--- src/rtl/window_addr_gen.sv ---
// rtl/window_addr_gen.sv - sliding-window pixel address generator, column-major within each window
// Optional macro WINDOW_BORDER_CLAMP_EN clamps out-of-frame coordinates to the nearest edge pixel.
module window_addr_gen #(
    parameter int ADDR_W = 17,
    parameter int ROW_W  = 11,
    parameter int COL_W  = 11,
    parameter int WIN    = 5
) (
    input  logic              clk,
    input  logic              rst,
    input  logic              start,
    input  logic [ROW_W-1:0]  rowMax,
    input  logic [COL_W-1:0]  colMax,
    input  logic [1:0]        stride,
    input  logic              addrReady,
    output logic [ADDR_W-1:0] address,
    output logic              addrStrobe,
    output logic              addrInBounds,
    output logic              colUpdate,
    output logic              winValid,
    output logic [ROW_W-1:0]  winRow,
    output logic [COL_W-1:0]  winCol,
    output logic              rowStart,
    output logic              busy,
    output logic              done
);
    localparam int H  = (WIN - 1) / 2;
    localparam int PW = $clog2(WIN);
    localparam int MW = ROW_W + COL_W + 1;
    localparam logic [PW-1:0] LAST_POS = PW'(WIN - 1);

    typedef enum logic [3:0] {
        IDLE  = 4'b0001,
        FILL  = 4'b0010,
        SLIDE = 4'b0100,
        DONE  = 4'b1000
    } state_t;

    state_t           state, state_nxt;
    logic [ROW_W-1:0] rows_q, rows_nxt;
    logic [COL_W-1:0] cols_q, cols_nxt;
    logic [1:0]       step_q, step_nxt;
    logic [ROW_W-1:0] win_row_q, win_row_nxt;
    logic [COL_W-1:0] win_col_q, win_col_nxt;
    logic [PW-1:0]    row_pos_q, row_pos_nxt;
    logic [PW-1:0]    col_pos_q, col_pos_nxt;
    logic [PW-1:0]    slide_pos;
    logic [ROW_W:0]   row_step_sum;
    logic [COL_W:0]   col_step_sum;
    logic             accept;

    assign accept = addrStrobe & addrReady;

    // A slide window only re-emits the N newest columns; col_pos is the column index inside the window.
    always_comb begin
        slide_pos = (int'(step_q) >= WIN) ? '0 : PW'(WIN - int'(step_q));
    end

    always_comb begin
        state_nxt    = state;
        rows_nxt     = rows_q;
        cols_nxt     = cols_q;
        step_nxt     = step_q;
        win_row_nxt  = win_row_q;
        win_col_nxt  = win_col_q;
        row_pos_nxt  = row_pos_q;
        col_pos_nxt  = col_pos_q;
        row_step_sum = {1'b0, win_row_q} + (ROW_W+1)'(step_q);
        col_step_sum = {1'b0, win_col_q} + (COL_W+1)'(step_q);
        unique case (state)
            IDLE: begin
                if (start) begin
                    rows_nxt    = rowMax;
                    cols_nxt    = colMax;
                    step_nxt    = (stride == 2'd0) ? 2'd1 : stride;
                    win_row_nxt = '0;
                    win_col_nxt = '0;
                    row_pos_nxt = '0;
                    col_pos_nxt = '0;
                    state_nxt   = (rowMax == '0 || colMax == '0) ? DONE : FILL;
                end
            end
            FILL, SLIDE: begin
                if (accept) begin
                    if (row_pos_q != LAST_POS) begin
                        row_pos_nxt = row_pos_q + 1'b1;
                    end else if (col_pos_q != LAST_POS) begin
                        row_pos_nxt = '0;
                        col_pos_nxt = col_pos_q + 1'b1;
                    end else begin
                        row_pos_nxt = '0;
                        if (col_step_sum >= {1'b0, cols_q}) begin
                            win_col_nxt = '0;
                            col_pos_nxt = '0;
                            if (row_step_sum >= {1'b0, rows_q}) begin
                                state_nxt   = DONE;
                                win_row_nxt = '0;
                            end else begin
                                state_nxt   = FILL;
                                win_row_nxt = row_step_sum[ROW_W-1:0];
                            end
                        end else begin
                            state_nxt   = SLIDE;
                            win_col_nxt = col_step_sum[COL_W-1:0];
                            col_pos_nxt = slide_pos;
                        end
                    end
                end
            end
            DONE: begin
                state_nxt   = IDLE;
                win_row_nxt = '0;
                win_col_nxt = '0;
                row_pos_nxt = '0;
                col_pos_nxt = '0;
            end
            default: state_nxt = IDLE;
        endcase
    end

    // Outputs are derived from the next-cycle counters so every port comes straight from a flop.
    logic                emit_nxt;
    logic signed [ROW_W:0] r;
    logic signed [COL_W:0] c;
    logic                inb_nxt;
    logic [ROW_W-1:0]    r_sel;
    logic [COL_W-1:0]    c_sel;
    logic [MW-1:0]       addr_full;
    logic [ADDR_W-1:0]   address_nxt;
    logic                col_update_nxt;
    logic                win_valid_nxt;

    always_comb begin
        emit_nxt = (state_nxt == FILL) || (state_nxt == SLIDE);
        r = $signed({1'b0, win_row_nxt}) + $signed({{(ROW_W+1-PW){1'b0}}, row_pos_nxt})
            - $signed((ROW_W+1)'(H));
        c = $signed({1'b0, win_col_nxt}) + $signed({{(COL_W+1-PW){1'b0}}, col_pos_nxt})
            - $signed((COL_W+1)'(H));
        inb_nxt = emit_nxt && !r[ROW_W] && (r < $signed({1'b0, rows_nxt}))
                  && !c[COL_W] && (c < $signed({1'b0, cols_nxt}));
`ifdef WINDOW_BORDER_CLAMP_EN
        if (r[ROW_W]) begin
            r_sel = '0;
        end else if (r >= $signed({1'b0, rows_nxt})) begin
            r_sel = rows_nxt - 1'b1;
        end else begin
            r_sel = r[ROW_W-1:0];
        end
        if (c[COL_W]) begin
            c_sel = '0;
        end else if (c >= $signed({1'b0, cols_nxt})) begin
            c_sel = cols_nxt - 1'b1;
        end else begin
            c_sel = c[COL_W-1:0];
        end
        addr_full   = MW'(r_sel) * MW'(cols_nxt) + MW'(c_sel);
        address_nxt = emit_nxt ? ADDR_W'(addr_full) : '0;
`else
        r_sel       = r[ROW_W-1:0];
        c_sel       = c[COL_W-1:0];
        addr_full   = MW'(r_sel) * MW'(cols_nxt) + MW'(c_sel);
        address_nxt = inb_nxt ? ADDR_W'(addr_full) : '0;
`endif
        col_update_nxt = emit_nxt && (row_pos_nxt == LAST_POS);
        win_valid_nxt  = col_update_nxt && (col_pos_nxt == LAST_POS);
    end

    always_ff @(posedge clk) begin
        if (rst) begin
            state        <= IDLE;
            rows_q       <= '0;
            cols_q       <= '0;
            step_q       <= 2'd1;
            win_row_q    <= '0;
            win_col_q    <= '0;
            row_pos_q    <= '0;
            col_pos_q    <= '0;
            address      <= '0;
            addrStrobe   <= 1'b0;
            addrInBounds <= 1'b0;
            colUpdate    <= 1'b0;
            winValid     <= 1'b0;
            winRow       <= '0;
            winCol       <= '0;
            rowStart     <= 1'b0;
            busy         <= 1'b0;
            done         <= 1'b0;
        end else begin
            state        <= state_nxt;
            rows_q       <= rows_nxt;
            cols_q       <= cols_nxt;
            step_q       <= step_nxt;
            win_row_q    <= win_row_nxt;
            win_col_q    <= win_col_nxt;
            row_pos_q    <= row_pos_nxt;
            col_pos_q    <= col_pos_nxt;
            address      <= address_nxt;
            addrStrobe   <= emit_nxt;
            addrInBounds <= inb_nxt;
            colUpdate    <= col_update_nxt;
            winValid     <= win_valid_nxt;
            winRow       <= win_row_nxt;
            winCol       <= win_col_nxt;
            rowStart     <= (state_nxt == FILL);
            busy         <= emit_nxt;
            done         <= (state_nxt == DONE);
        end
    end
endmodule

--- config.mk ---
export PLATFORM = sky130hd
export DESIGN_NAME = window_addr_gen
export DESIGN_NICKNAME = d
export VERILOG_FILES = /design/src/rtl/window_addr_gen.sv
export SDC_FILE = /design/constraint.sdc
export NUM_CORES = 1
export LEC_CHECK = 0
export ABC_AREA = 1
export CORE_MARGIN = 4
export CORE_UTILIZATION = 55
export DETAILED_ROUTE_END_ITERATION = 10
export GPL_TIMING_DRIVEN = 1
export PLACE_DENSITY = 0.82
export SETUP_SLACK_MARGIN = 0.4
export SLEW_MARGIN = 20
export SYNTH_ARGS = -nofsm -noshare
export SYNTH_HDL_FRONTEND = slang
export SYNTH_SLANG_ARGS = --single-unit
export TNS_END_PERCENT = 10
--- constraint.sdc ---
create_clock -name clk -period 8.6 [get_ports clk]
set_input_delay 1.29 -clock clk [delete_from_list [all_inputs] [get_ports clk]]
set_output_delay 1.29 -clock clk [all_outputs]
set_load 0.05 [all_outputs]
After elaboration in Yosys (flattened, before gate mapping)
Cells that the tools add are included.
- word-level logic and storage cells: 95
- output and inout bits: 46
- register bits: 79
- input bits: 28
- mux-type cells: 36
- equal/unequal tests: 11
- $mul: 1
- reduce and logical (&&, ||, !) cells: 16
- add/sub/neg operators: 10
- bitwise operators: 2
- magnitude comparators: 4
- operators with widths (operator ; number):
    $mux 11 ; 15
    $pmux 11 s3 ; 2
    $mux 4 ; 7
    $add 11x2->12 ; 2
    $add 11x3->12 ; 2
    $ge 12x11->1 ; 2
    $lt 12x12->1 ; 2
    $mux 3 ; 8
    $sub 12x3->12 const B ; 2
    $logic_not 11->1 ; 2
    $pmux 3 s3 ; 2
    $add 17x11->17 ; 1
    $mul 11x11->17 ; 1
    $eq 4x2->1 const B ; 2
    $eq 4x3->1 const B ; 2
    $eq 4x4->1 const B ; 2
    $pmux 4 s2 ; 1
    $add 3x1->3 const B ; 2
    $eq 3x3->1 const B ; 2
    $logic_and 1x1->1 ; 6
    $ne 3x3->1 const B ; 2
    $eq 4x1->1 const B ; 1
    $reduce_or 2->1 ; 2
    $sub 3x2->3 const A ; 1
    7 further kinds ; 9

Logic depth before layout (Yosys ltp)
Gate-level depths: netlist of the first run.
- depth after elaboration: 17
- gate-level depth with buffers: 55
- depth with buffers taken out: 55

Worst setup path after synthesis of the first run
Ideal clock, no wire load.
- path type: reg-to-reg
- start: reg win_row_q[0]
- end: reg address[15]
- arrival: 8.953 ns
- period minus slack after synthesis: 9.014 ns
- cell stages (with the launch flop): 47
- setup time: 0.061 ns
- setup slack: -0.414 ns
- buffers on the path: 1
- required time: 8.539 ns
- cells stage by stage: dfxtp_1 > ha_1 > fa_1 > nand4_1 > nor2_1 > nand3_1 > xor2_1 > ha_1 > inv_1 > nor2_1 > nor2_1 > nand2_1 > nor2_4 > nand4_2 > inv_1 > nand2_1 > nand2_1 > a22oi_1 > [11 not listed] > fa_1 > inv_1 > fa_1 > inv_1 > fa_1 > inv_1 > fa_1 > inv_1 > ha_1 > nand2_1 > nor3_1 > a21oi_1 > o21ai_0 > a21oi_1 > o21bai_1 > xor2_1 > inv_1 > nor2_4
- cells in the longest elaborated chain, start to end: 17
- elaborated cells on any way between the ends: 30
- classes of those cells: add/sub: 4; mul: 1; order compare: 2; eq/ne: 2; mux: 13; bitwise: 1; reduce/logical: 7
- RTL lines (element ; RTL line ; source):
    start, declared ; 43 ; logic [ROW_W-1:0] win_row_q, win_row_nxt;
    start signal, assigned ; 193 ; win_row_q <= win_row_nxt;
    branches (longest 17 deep; another with $mul 11x11->17) ; -- ;
    end signal, assigned ; 197 ; address <= address_nxt;
    end, declared ; 16 ; output logic [ADDR_W-1:0] address,
Several ways; the timed one is not identified.
A chain may end at the register's enable or synchronous reset.

Final worst setup path of the first run
- start: reg step_q[1]
- end: reg address[16]
- cells in the longest elaborated chain, start to end: 17
- elaborated cells on any way between the ends: 46
- classes of those cells: add/sub: 8; mul: 1; order compare: 4; eq/ne: 2; mux: 22; bitwise: 1; reduce/logical: 8
- RTL lines (element ; RTL line ; source):
    start, declared ; 42 ; logic [1:0] step_q, step_nxt;
    start signal, assigned ; 192 ; step_q <= step_nxt;
    branches (longest 17 deep; another with $mul 11x11->17) ; -- ;
Several ways; the timed one is not identified.

==> run metrics, run 1 <==
outcome=complete, but fails checks; failing checks=setup timing; Core Util, Final=0.7053; Final Wtd Congestion=0.9598; Final HPWL DP=20.57 mm; CP Max Fanout=5; worst-skew pair later-pin latency=360 ps; CTS tree=done; global route overflow=0; Synth top area share=0.1791; Worst Max-Slew Pin Slew=994.1 ps; Clk pin slew, worst setup/hold paths=80 ps; crit end category=flop; root buf cell=clkbuf_16; synthesized instance count=1377; part of the cycle the worst path needs=1.002; Setup CP Type=reg -> reg; Via density=5.419; global-route wire length before repair=43.39 mm; # IOs=74; WHS=528.1 ps; max incr delay on CP=610 ps; Critical Path RT=8850 ps; total clock sinks=79; fillcell total=1301; Area after DPL=0.01109 mm²; Syn. warnings=0; most frequent cells in the layout=nand2_1, inv_1, nor2_1; Fmax=116.0 MHz; endpoints failing setup=2; Ant. Diodes=0; Synth cell types=46; core area=0.01730 mm²; most used cell, CP=nand2_1; clk_skew=12.45 ps; Startpoint Class=flop; Routed WL=28.39 mm; Avg Cell Area, Syn=7.061 µm²; Starting Density=0.5621; Total GRT Usage=0.2695; CTS Buf Count=9; Max Slew Vio Count=0; area leader, netlist=fa_1; DRT iter0 DRCs=884; max_cap viols=0; Avg WL per Cell=16.24 µm; CTS HTree Levels=3; register area share after synthesis=0.1627; layout cells sized above 1=0.1681; post-route DRC violation count=0; flops & latches, synth=79; drt pass-1 iters=6; slew margin rel.=0.3328; CP arrival=8870 ps; Mapped Area=0.009723 mm²; synth top area cells=fa_1, dfxtp_1, ha_1; setup slack, reg-to-reg=-20 ps; Port Buffers=73; clock buffer depth=2; P&R area growth vs syn=25.47%; syn nets=1607; most common cell after layout, fill and taps aside=nand2_1; crit path max-delay cell type=fa_1; vias in the first global route=9202; Final Hold Fails=0; die height=141.0 µm; crit path time final=8619 ps; dpl ws=-129.5 ps; initial antenna violation count=0; # rows=48; chip width=141.0 µm; pin count of the biggest net entering global routing=60; Routed Antenna Nets=0; DR vias=9472; final instance area=0.01220 mm²; PnR worst setup slack=-18.98 ps; Hold Crit Class=reg -> reg; unrepaired setup endpoints after global routing=true; nets@finish=1748; die area=0.01987 mm²
final cells by class:
cell class	instances	area [µm²]	area share
clock inverter	6	50.05	0.004103
clock buffer	10	239.0	0.01959
timing repair buffer	155	1353	0.1109
inverter	326	1234	0.1011
tap	225	281.5	0.02308
multi-input combinational	947	7431	0.6091
sequential	79	1612	0.1321
logic make-up after synthesis:
logic type,synth area share
xor+xnor,0.03513
simple gates,0.2523
flops,0.1627
buf+inv,0.1390
compound gates,0.08377
fa+ha+maj,0.3271
what timing repair did:
item | in CTS | in global routing
endpoints found under the setup margin | 7 | 10
buffers inserted | 4 | 24
hold buffers | 0 | 0
resized for setup | 13 | 118
pin swaps | 9 | 78
cells in the mapped netlist, drive strengths merged:
library cell  count
a21oi            52
nand2           334
dfxtp            79
clkbuf           14
o21bai            4
nand3b            3
o2111ai           2
o31ai             1
nand3            49
nand4            16
a21o              2
a31oi             1
o22ai            12
fa               87
xor2             32
inv             318
nor3              9
or2               2
a211oi            5
clkinv            8
xnor2             7
o211ai            4
nor4              6
a22oi             5
nor2            146
buf              11
o21ai            50
o21a              3
ha              115
layer usage:
metal	global-route usage	routed length [µm]	vias to the layer above
met5	0	0	-
met4	0.1040	1182	0
met3	0.04851	2203	90
met2	0.4539	13770	409
met1	0.3448	11230	4489
li1	-	-	4484
critical path: cells and delay by family (launching register included):
family | cells | cell delay (ps)
adders and majority gates | 11 | 4250
and+or+nand+nor | 19 | 1720
buffers and inverters | 12 | 1040
AOI/OAI and AO/OA | 4 | 580
xor gates and xnor gates | 3 | 510
DFF | 1 | 370
through the flow:
| stage | cells | setup TNS, ps |
|---|---|---|
| detailed placement | 1704 | -201.8 |
| global route | 1748 | -1504 |
| global placement | 1704 | 0 |
| CTS | 1724 | 0 |
| finish | 1748 | -22.53 |
| floorplan | 1377 | 0 |
flip-flops by register name, summed over array words and instances (netlist names), 3 cells and up:
name	cells
rows_q	11
col_pos_q	3
win_row_q	11
state	4
win_col_q	11
address	17
cols_q	11
row_pos_q	3
path summary, 6_finish.rpt:
path / to / cells after the start / from
min reg2reg: rows_q[0] / 2 / rows_q[0]
max reg2reg: address[16] / 49 / step_q[1]
max: address[16] / 49 / step_q[1]
min: rows_q[0] / 2 / rows_q[0]
Power of run 1 is not shown: default switching activity piles up to over one toggle a cycle in this logic, so the estimate is an artifact.
==> run 2, diff against run 1 <==
clock period = 7.7 ns   (was 8.6 ns; I/O delays follow)
==> run 2 against run 1 <==
Against the previous run:
- clock-buffer cell count stayed put
- largest cell class unchanged
- routed wire length is 7.5% higher
- via count is 7.4% higher
- die area stayed put
- the flow still finishes with violations (setup timing)
- first-iteration DRC count is 20% higher
- critical path depth is 1 lower
- hold slack better by 13 ps
- sequential cell count stayed put
==> run metrics, run 2 (synthesis results as in run 1) <==
outcome=complete, but fails checks; failing checks=setup timing; Final Hold Fails=0; layout cells sized above 1=0.2414; slew margin rel.=0.4542; Max Slew Vio Count=0; Starting Density=0.5621; endpoints failing setup=11; cell depth of the worst hold path=2; Port Buffers=73; core area=0.01730 mm²; most used cell, CP=nand2_1; clk_skew=11.81 ps; CTS HTree Levels=3; root buf cell=clkbuf_16; crit end category=flop; DRT iter0 DRCs=1060; Ant. Diodes=0; CTS Buf Count=9; Final HPWL DP=23.55 mm; unrepaired setup endpoints after global routing=true; total clock sinks=79; R2R cell count=48; crit path time final=8615 ps; reg-to-reg critical path endpoint=address[16]; Routed Antenna Nets=0; most common cell after layout, fill and taps aside=nand2_1; Avg WL per Cell=15.93 µm; Routed WL=30.51 mm; Critical Path RT=7940 ps; vias in the first global route=10090; worst-skew pair later-pin latency=360 ps; global-route wire length before repair=48.04 mm; initial antenna violation count=0; Startpoint Class=flop; chip width=141.0 µm; max incr delay on CP=590 ps; global route overflow=0; # rows=48; Cells after DPL=1883; hold wc startpoint=rows_q[0]; drt pass-1 iters=6; Non-Filler Instances=1915; most frequent cells in the layout=nand2_1, inv_1, buf_4; clock buffer depth=2; Hold Crit Class=reg -> reg; Most flops, register=address; Fmax=116.1 MHz; setup slack, reg-to-reg=-910 ps; post-route DRC violation count=0; pin count of the biggest net entering global routing=60; worst flop-to-flop path startpoint=step_q[1]; CP Max Fanout=9; PnR worst setup slack=-914.8 ps; cts hold-fix bufs=0; P&R area growth vs syn=37.52%; max_cap viols=0; Worst Max-Slew Pin Slew=810.1 ps; CTS tree=done; die area=0.01987 mm²; Setup CP Type=reg -> reg; CP arrival=8850 ps; # IOs=74; nets@finish=1915; DR vias=10170; Via density=5.313; crit path max-delay cell type=fa_1; WHS Endpoint=rows_q[0]; Final Wtd Congestion=1.028; die height=141.0 µm; max FFs per register=17; Clk pin slew, worst setup/hold paths=70 ps; Total GRT Usage=0.3016; part of the cycle the worst path needs=1.119
[run 2: worst max path at each step]
stage / slack [ps] / from / endpoint
3_5_place_dp: -910 / step_q[1] / address[16]
6_report: -910 / step_q[1] / address[16]
4_1_cts: -790 / win_col_q[0] / address[16]
2_1_floorplan: -380 / win_row_q[0] / address[15]
5_1_grt: -1340 / step_q[1] / address[16]
3_3_place_gp: -680 / step_q[1] / address[16]
[run 2: metrics by stage]
step	cell area (µm²)	TNS [ps]	hold WS, ps	setup WS (ps)	utilization
after floorplan	9897	-1161	482.8	-376.1	-
after global routing	13370	-10210	566.3	-1339	0.7731
after CTS	12930	-4684	536.3	-785.8	0.7475
final	13370	-5492	541.3	-914.8	0.7731
after detailed placement	12530	-5856	525.1	-905.2	0.7246
after global placement	12530	-4198	519.9	-676.9	0.7246
[run 2: layout make-up]
cell class	count	area, µm²
Clock buffer	10	250.2
Clock inverter	6	51.30
Fill cell	1152	3925
Timing Repair Buffer	322	2608
Multi-Input combinational cell	947	7335
Inverter	326	1235
Sequential cell	79	1612
Tap cell	225	281.5
[run 2: per-layer routing]
metal  track usage  wire (µm)  vias up  part of all wire
met3       0.06479       2621      124             0.086
met4        0.1045       1265        0             0.041
li1              -          -     4824                 -
met1        0.3653      11710     4711              0.38
met2        0.5305      14920      515              0.49
met5             0          0        -                 0
[run 2: timing repair]
action / in CTS / in global routing
buffers inserted: 2 / 14
endpoints found under the setup margin: 11 / 13
pin swaps: 5 / 46
gates resized for setup: 17 / 60
[run 2: worst max-delay path, delay by kind of cell (launching register included)]
kind                       cells  cell delay (ps)
buffers and inverters         11              930
adders and majority gates     11             4320
AOI/OAI and AO/OA              2              160
DFF                            1              370
xor gates and xnor gates       3              500
and+or+nand+nor               21             2180
Power of run 2 is left out for the same reason.
==> run 3, diff against run 2 <==
SLEW_MARGIN = default   (was 20)
==> results of run 3 <==
Same layout as run 2: the final DEF is identical, and so are final timing and power.
Power of run 3 is left out for the same reason.
